===== src/rtl/sequenciador_autenticacao.sv =====
// Authentication sequencer: synchronises the ENTER button, checks a 3-bit switch code
// against SECRET, counts consecutive failures and enforces a timed lockout.
module sequenciador_autenticacao #(
  parameter logic [2:0] SECRET      = 3'b101,
  parameter int         MAX_TRIES   = 3,
  parameter int         SHOW_CYCLES = 100,
  parameter int         LOCK_CYCLES = 1000
) (
  input  logic       clk,
  input  logic       reset,
  input  logic [2:0] code_in,
  input  logic       enter,
  output logic [6:0] seg,
  output logic       granted,
  output logic       denied,
  output logic       locked,
  output logic [1:0] tries_left
);

  localparam int MAXC = (LOCK_CYCLES > SHOW_CYCLES) ? LOCK_CYCLES : SHOW_CYCLES;
  localparam int TW   = $clog2(MAXC + 1);

  localparam logic [TW-1:0] SHOW_LAST = TW'(SHOW_CYCLES - 1);
  localparam logic [TW-1:0] LOCK_LAST = TW'(LOCK_CYCLES - 1);
  localparam logic [1:0]    MAX_T     = 2'(MAX_TRIES);

  localparam logic [6:0] SEG_IDLE = 7'b0000001;
  localparam logic [6:0] SEG_A    = 7'b1110111;
  localparam logic [6:0] SEG_E    = 7'b1001111;
  localparam logic [6:0] SEG_L    = 7'b0001110;

  typedef enum logic [2:0] {
    ST_IDLE    = 3'd0,
    ST_CHECK   = 3'd1,
    ST_GRANTED = 3'd2,
    ST_DENIED  = 3'd3,
    ST_LOCKOUT = 3'd4
  } state_t;

  state_t         r_state;
  state_t         w_state_nx;
  logic [1:0]     r_fail;
  logic [1:0]     w_fail_nx;
  logic [TW-1:0]  r_timer;
  logic [TW-1:0]  w_timer_nx;
  logic [2:0]     r_code;
  logic           w_capture;
  logic           r_s1;
  logic           r_s2;
  logic           r_s3;
  logic           w_enter_pulse;
  logic [6:0]     r_seg;
  logic           r_granted;
  logic           r_denied;
  logic           r_locked;
  logic [1:0]     r_tries_left;

  function automatic logic [6:0] seg_for(input state_t st);
    case (st)
      ST_GRANTED: return SEG_A;
      ST_DENIED:  return SEG_E;
      ST_LOCKOUT: return SEG_L;
      default:    return SEG_IDLE;
    endcase
  endfunction

  // ENTER conditioning: two-flop synchroniser plus rising-edge detector
  always_ff @(posedge clk or posedge reset) begin
    if (reset) begin
      r_s1 <= 1'b0;
      r_s2 <= 1'b0;
      r_s3 <= 1'b0;
    end else begin
      r_s1 <= enter;
      r_s2 <= r_s1;
      r_s3 <= r_s2;
    end
  end

  assign w_enter_pulse = r_s2 & ~r_s3;

  // Captured code is pure data, so it carries no reset
  always_ff @(posedge clk) begin
    if (w_capture) r_code <= code_in;
  end

  always_comb begin
    w_state_nx = r_state;
    w_fail_nx  = r_fail;
    w_timer_nx = '0;
    w_capture  = 1'b0;
    case (r_state)
      ST_IDLE: begin
        if (w_enter_pulse) begin
          w_capture  = 1'b1;
          w_state_nx = ST_CHECK;
        end
      end
      ST_CHECK: begin
        if (r_code == SECRET) begin
          w_fail_nx  = 2'd0;
          w_state_nx = ST_GRANTED;
        end else if (int'(r_fail) + 1 == MAX_TRIES) begin
          w_fail_nx  = MAX_T;
          w_state_nx = ST_LOCKOUT;
        end else begin
          w_fail_nx  = r_fail + 2'd1;
          w_state_nx = ST_DENIED;
        end
      end
      ST_GRANTED, ST_DENIED: begin
        if (r_timer == SHOW_LAST) w_state_nx = ST_IDLE;
        else                      w_timer_nx = r_timer + TW'(1);
      end
      ST_LOCKOUT: begin
        if (r_timer == LOCK_LAST) begin
          w_state_nx = ST_IDLE;
          w_fail_nx  = 2'd0;
        end else begin
          w_timer_nx = r_timer + TW'(1);
        end
      end
      default: w_state_nx = ST_IDLE;
    endcase
  end

  always_ff @(posedge clk or posedge reset) begin
    if (reset) begin
      r_state <= ST_IDLE;
      r_fail  <= 2'd0;
      r_timer <= '0;
    end else begin
      r_state <= w_state_nx;
      r_fail  <= w_fail_nx;
      r_timer <= w_timer_nx;
    end
  end

  // Outputs are decoded from the next state so they line up with the state register
  always_ff @(posedge clk or posedge reset) begin
    if (reset) begin
      r_seg        <= SEG_IDLE;
      r_granted    <= 1'b0;
      r_denied     <= 1'b0;
      r_locked     <= 1'b0;
      r_tries_left <= MAX_T;
    end else begin
      r_seg        <= seg_for(w_state_nx);
      r_granted    <= (w_state_nx == ST_GRANTED);
      r_denied     <= (w_state_nx == ST_DENIED);
      r_locked     <= (w_state_nx == ST_LOCKOUT);
      r_tries_left <= MAX_T - w_fail_nx;
    end
  end

  assign seg        = r_seg;
  assign granted    = r_granted;
  assign denied     = r_denied;
  assign locked     = r_locked;
  assign tries_left = r_tries_left;

endmodule


===== config.mk =====
export PLATFORM = sky130hd
export DESIGN_NAME = sequenciador_autenticacao
export DESIGN_NICKNAME = d
export VERILOG_FILES = /design/src/rtl/sequenciador_autenticacao.sv
export SDC_FILE = /design/constraint.sdc
export NUM_CORES = 1
export LEC_CHECK = 0
export CORE_MARGIN = 2
export CORE_UTILIZATION = 52
export CTS_CLUSTER_SIZE = 8
export DETAILED_ROUTE_END_ITERATION = 8
export PLACE_DENSITY = 0.88
export SLEW_MARGIN = 20
export SYNTH_ARGS = -nofsm -noshare
export SYNTH_HDL_FRONTEND = slang
export SYNTH_SLANG_ARGS = --single-unit

===== constraint.sdc =====
create_clock -name clk -period 2.4 [get_ports clk]
set_clock_uncertainty 0.15 [all_clocks]
set_input_delay 0.48 -clock clk [delete_from_list [all_inputs] [get_ports clk]]
set_output_delay 0.48 -clock clk [all_outputs]
set_load 0.02 [all_outputs]

==> flow_summary_export.csv <==
group,metric,value,unit
synth,synth_top_area_frac,0.495,
die,initial_core_util,0.560,
cells_and_area,fin_area,1530,um^2
detailed_routing,wire_per_inst,12.1,um
worst_setup_path,rrSetupSlack,0.21,ns
clock_tree,cts_tree,"yes",
cells_and_area,multi_input_comb_area,413,um^2
global_route,groute.layer.met1.usage,0.197,
die,core_region_area,2250,um^2
power_and_ir_drop,powerDensity,1080,nW/um^2
worst_hold_path,hold_class,"flop to flop",
synth,syn_area,1260,um^2
sta,fin_crit_sh,0.912,
global_route,grtUsageMet2,0.280,
detailed_routing,drt-initial-drc-count,6,
worst_setup_path,cp.arrival,2.24,ns
clock_tree,cts_hold_buf,0,
sta,clock.fmax,457,MHz
sta,hold_viol_final,0,
place,dpl_cell_area,1450,um^2
cells_and_area,layout.nets,139,
synth,synth_nets,117,
sta,slew_headroom,0.707,
detailed_routing,drc,0,
die,die-area,2840,um^2
cells_and_area,post-route-util,0.677,
power_and_ir_drop,pwr-share-comb,0.296,
power_and_ir_drop,power.share.switching,0.315,
power_and_ir_drop,p_clk_frac,0.230,
global_route,grt_use_met3,0.0904,
power_and_ir_drop,power,1.64,mW
synth,synth_top_area_cell,"dfrtp_1",
place,routabilityCongestion,0.776,
cells_and_area,diodes,0,
detailed_routing,via_per_inst,5.34,
cells_and_area,fillers,179,
sta,maxSlewViolCount,0,
sta,finalCriticalPeriod,2.19,ns
worst_setup_path,startpoint_type,"flop",
clock_tree,path_clk_slew,0.09,ns
power_and_ir_drop,p_sw,0.518,mW
clock_tree,clk_path_buf_depth,2,
worst_setup_path,cp.required,2.45,ns
detailed_routing,drtPass1Iterations,4,
sta,rsz0062_at_grt,"false",
job,maxCapViolations,0,
clock_tree,cts_post_setup_buffers_inserted,0,
sta,tns,0,ns
synth,synth_cell_types,33,
power_and_ir_drop,p_seq_frac,0.474,
worst_setup_path,end_kind,"flop",
cells_and_area,area_growth_syn_to_layout,20.8,%
synth,synth-seq-area-share,0.629,
clock_tree,cts_buffers,5,
cells_and_area,drive_gt1_frac,0.114,
synth,ys_warn_count,0,
die,die_w,53.3,um
worst_setup_path,path_max_fanout,10,
die,rows,17,
global_route,grt_pass1_wl,3430,um
synth,syn-instance-count,109,
global_route,grt_pass1_vias,818,
power_and_ir_drop,p_leak,0.704,nW
global_route,antenna_found_initial,0,
sta,worst_pin_slew,0.435,ns
synth,avgSynthCellArea,11.6,um^2
power_and_ir_drop,intPower,1.12,mW
worst_setup_path,criticalPathCategory,"flop to flop",
power_and_ir_drop,vdd_drop_max,731,uV
global_route,overflow,0,
detailed_routing,via_count,855,
clock_tree,insertion_delay,0.32,ns
global_route,grt-busiest-layer,"met2",
sta,setup_viol,0,
die,io_pins,18,
global_route,grt_max_degree,17,
run_status,status,"finished clean",
place,io_buffer_count,17,
synth,synth-seq-cells,31,
cells_and_area,ff_latch_area,795,um^2
global_route,track_usage,0.180,
die,die_h,53.3,um
sta,hold-worst-slack,0.218,ns
place,dp_hpwl,1450,um
clock_tree,clockRootBuffer,"clkbuf_4",
synth,yosys-top-cells-area,"dfrtp_1 50%, edfxtp_1 7.1%, dfstp_2 6.2%, nor2_1 4.5%, xnor2_1 3.5%",
detailed_routing,routed_wirelength,1940,um
clock_tree,htreeDepth,2,
clock_tree,cts.sinks,31,
detailed_routing,antenna_left,0,
-- flip-flops by register name, summed over array words and instances (netlist names), 2 cells and up --
signal      cells
r_timer        10
seg             5
r_code          3
r_state         3
r_fail          2
tries_left      2
-- cell usage after synthesis, drive strengths merged --
library cell and count:
buf 3, o21ai 2, or2 1, a21oi 3, or4 1, nand3b 1, o221ai 1, o21a 1
o21ba 1, a31o 1, o311a 1, nand4 1, nor2b 2, nor2 15, a211o 1, nand2b 2
xor2 3, nor3 3, a21o 2, and3 4, inv 8, nand2 5, nor4 1, dfrtp 25
xnor2 5, dfstp 3, and2 1, edfxtp 3, nand3 6, or3b 1, ha 2
-- final cells by class --
type,instances,area share
Sequential cell,31,0.520
Multi-Input combinational cell,67,0.270
Timing Repair Buffer,18,0.116
Clock inverter,3,0.0254
Clock buffer,5,0.0246
Tap cell,28,0.0230
Inverter,8,0.0197
-- power groups by stage --
stage               registers, mW  logic, mW  clock network (mW)
floorplan                   0.830      0.269                   0
global placement            0.778      0.473                   0
detailed placement          0.787      0.486                   0
CTS                         0.777      0.490               0.392
global route                0.792      0.538               0.417
finish                      0.778      0.485               0.378
-- cell families (layout without fill, tap and decap cells) --
logic type,count (synthesis),count (layout),synth area share
flip-flops,31,31,0.629
buffers and inverters,11,34,0.0446
XOR/XNOR,8,8,0.0554
adder cells (fa/ha/maj),2,2,0.0198
AND/OR/NAND/NOR,44,44,0.177
AO/OA/AOI/OAI,13,13,0.0743
-- final timing paths --
check                             end        from  cells after the start
max in group asynchronous  r_state[0]       reset                      3
max reg2reg                r_timer[9]  r_timer[0]                      5
min                              r_s2        r_s1                      0
min reg2reg                      r_s2        r_s1                      0
min in group asynchronous      locked       reset                      2
max                        r_timer[9]  r_timer[0]                      5
-- worst max-delay path: stages, from the launching register on --
cell     delay [ns]
dfrtp_1        0.40
ha_1           0.26
or3b_1         0.41
o311a_1        0.40
o21ba_2        0.36
nor2_1         0.09
-- metrics by stage --
step,cells,setup WS [ns]
3_5_place_dp,152,0.125
4_1_cts,160,0.125
5_1_grt,160,0.102
3_3_place_gp,152,0.213
6_report,160,0.210
2_1_floorplan,109,0.393
-- metal layers --
| metal | part of all wire | up-vias |
|---|---|---|
| li1 | - | 411 |
| met1 | 0.41 | 416 |
| met2 | 0.51 | 24 |
| met3 | 0.063 | 4 |
| met4 | 0.019 | 0 |
| met5 | 0 | - |
-- what timing repair did --
item	in CTS	in global routing
endpoints found under the setup margin	0	9
resized for setup	0	1
endpoints found under the hold margin	0	0
-- layout by cell type, fill, tap and decap left out, types with 2 or more instances in the layout --
cell type,netlist,final
clkbuf_4,0,5
xor2_1,3,3
nand2b_1,2,2
ha_1,2,2
a21oi_1,3,3
inv_1,8,8
clkdlybuf4s50_1,0,17
dfstp_2,3,3
and3_1,4,4
xnor2_1,5,5
nor3_1,2,2
nor2_1,15,15
a21o_1,2,2
edfxtp_1,3,3
nand2_1,5,5
nor2b_1,2,2
o21ai_0,2,2
dfrtp_1,25,25
nand3_1,6,6
Power figures use the tool's default switching activity.
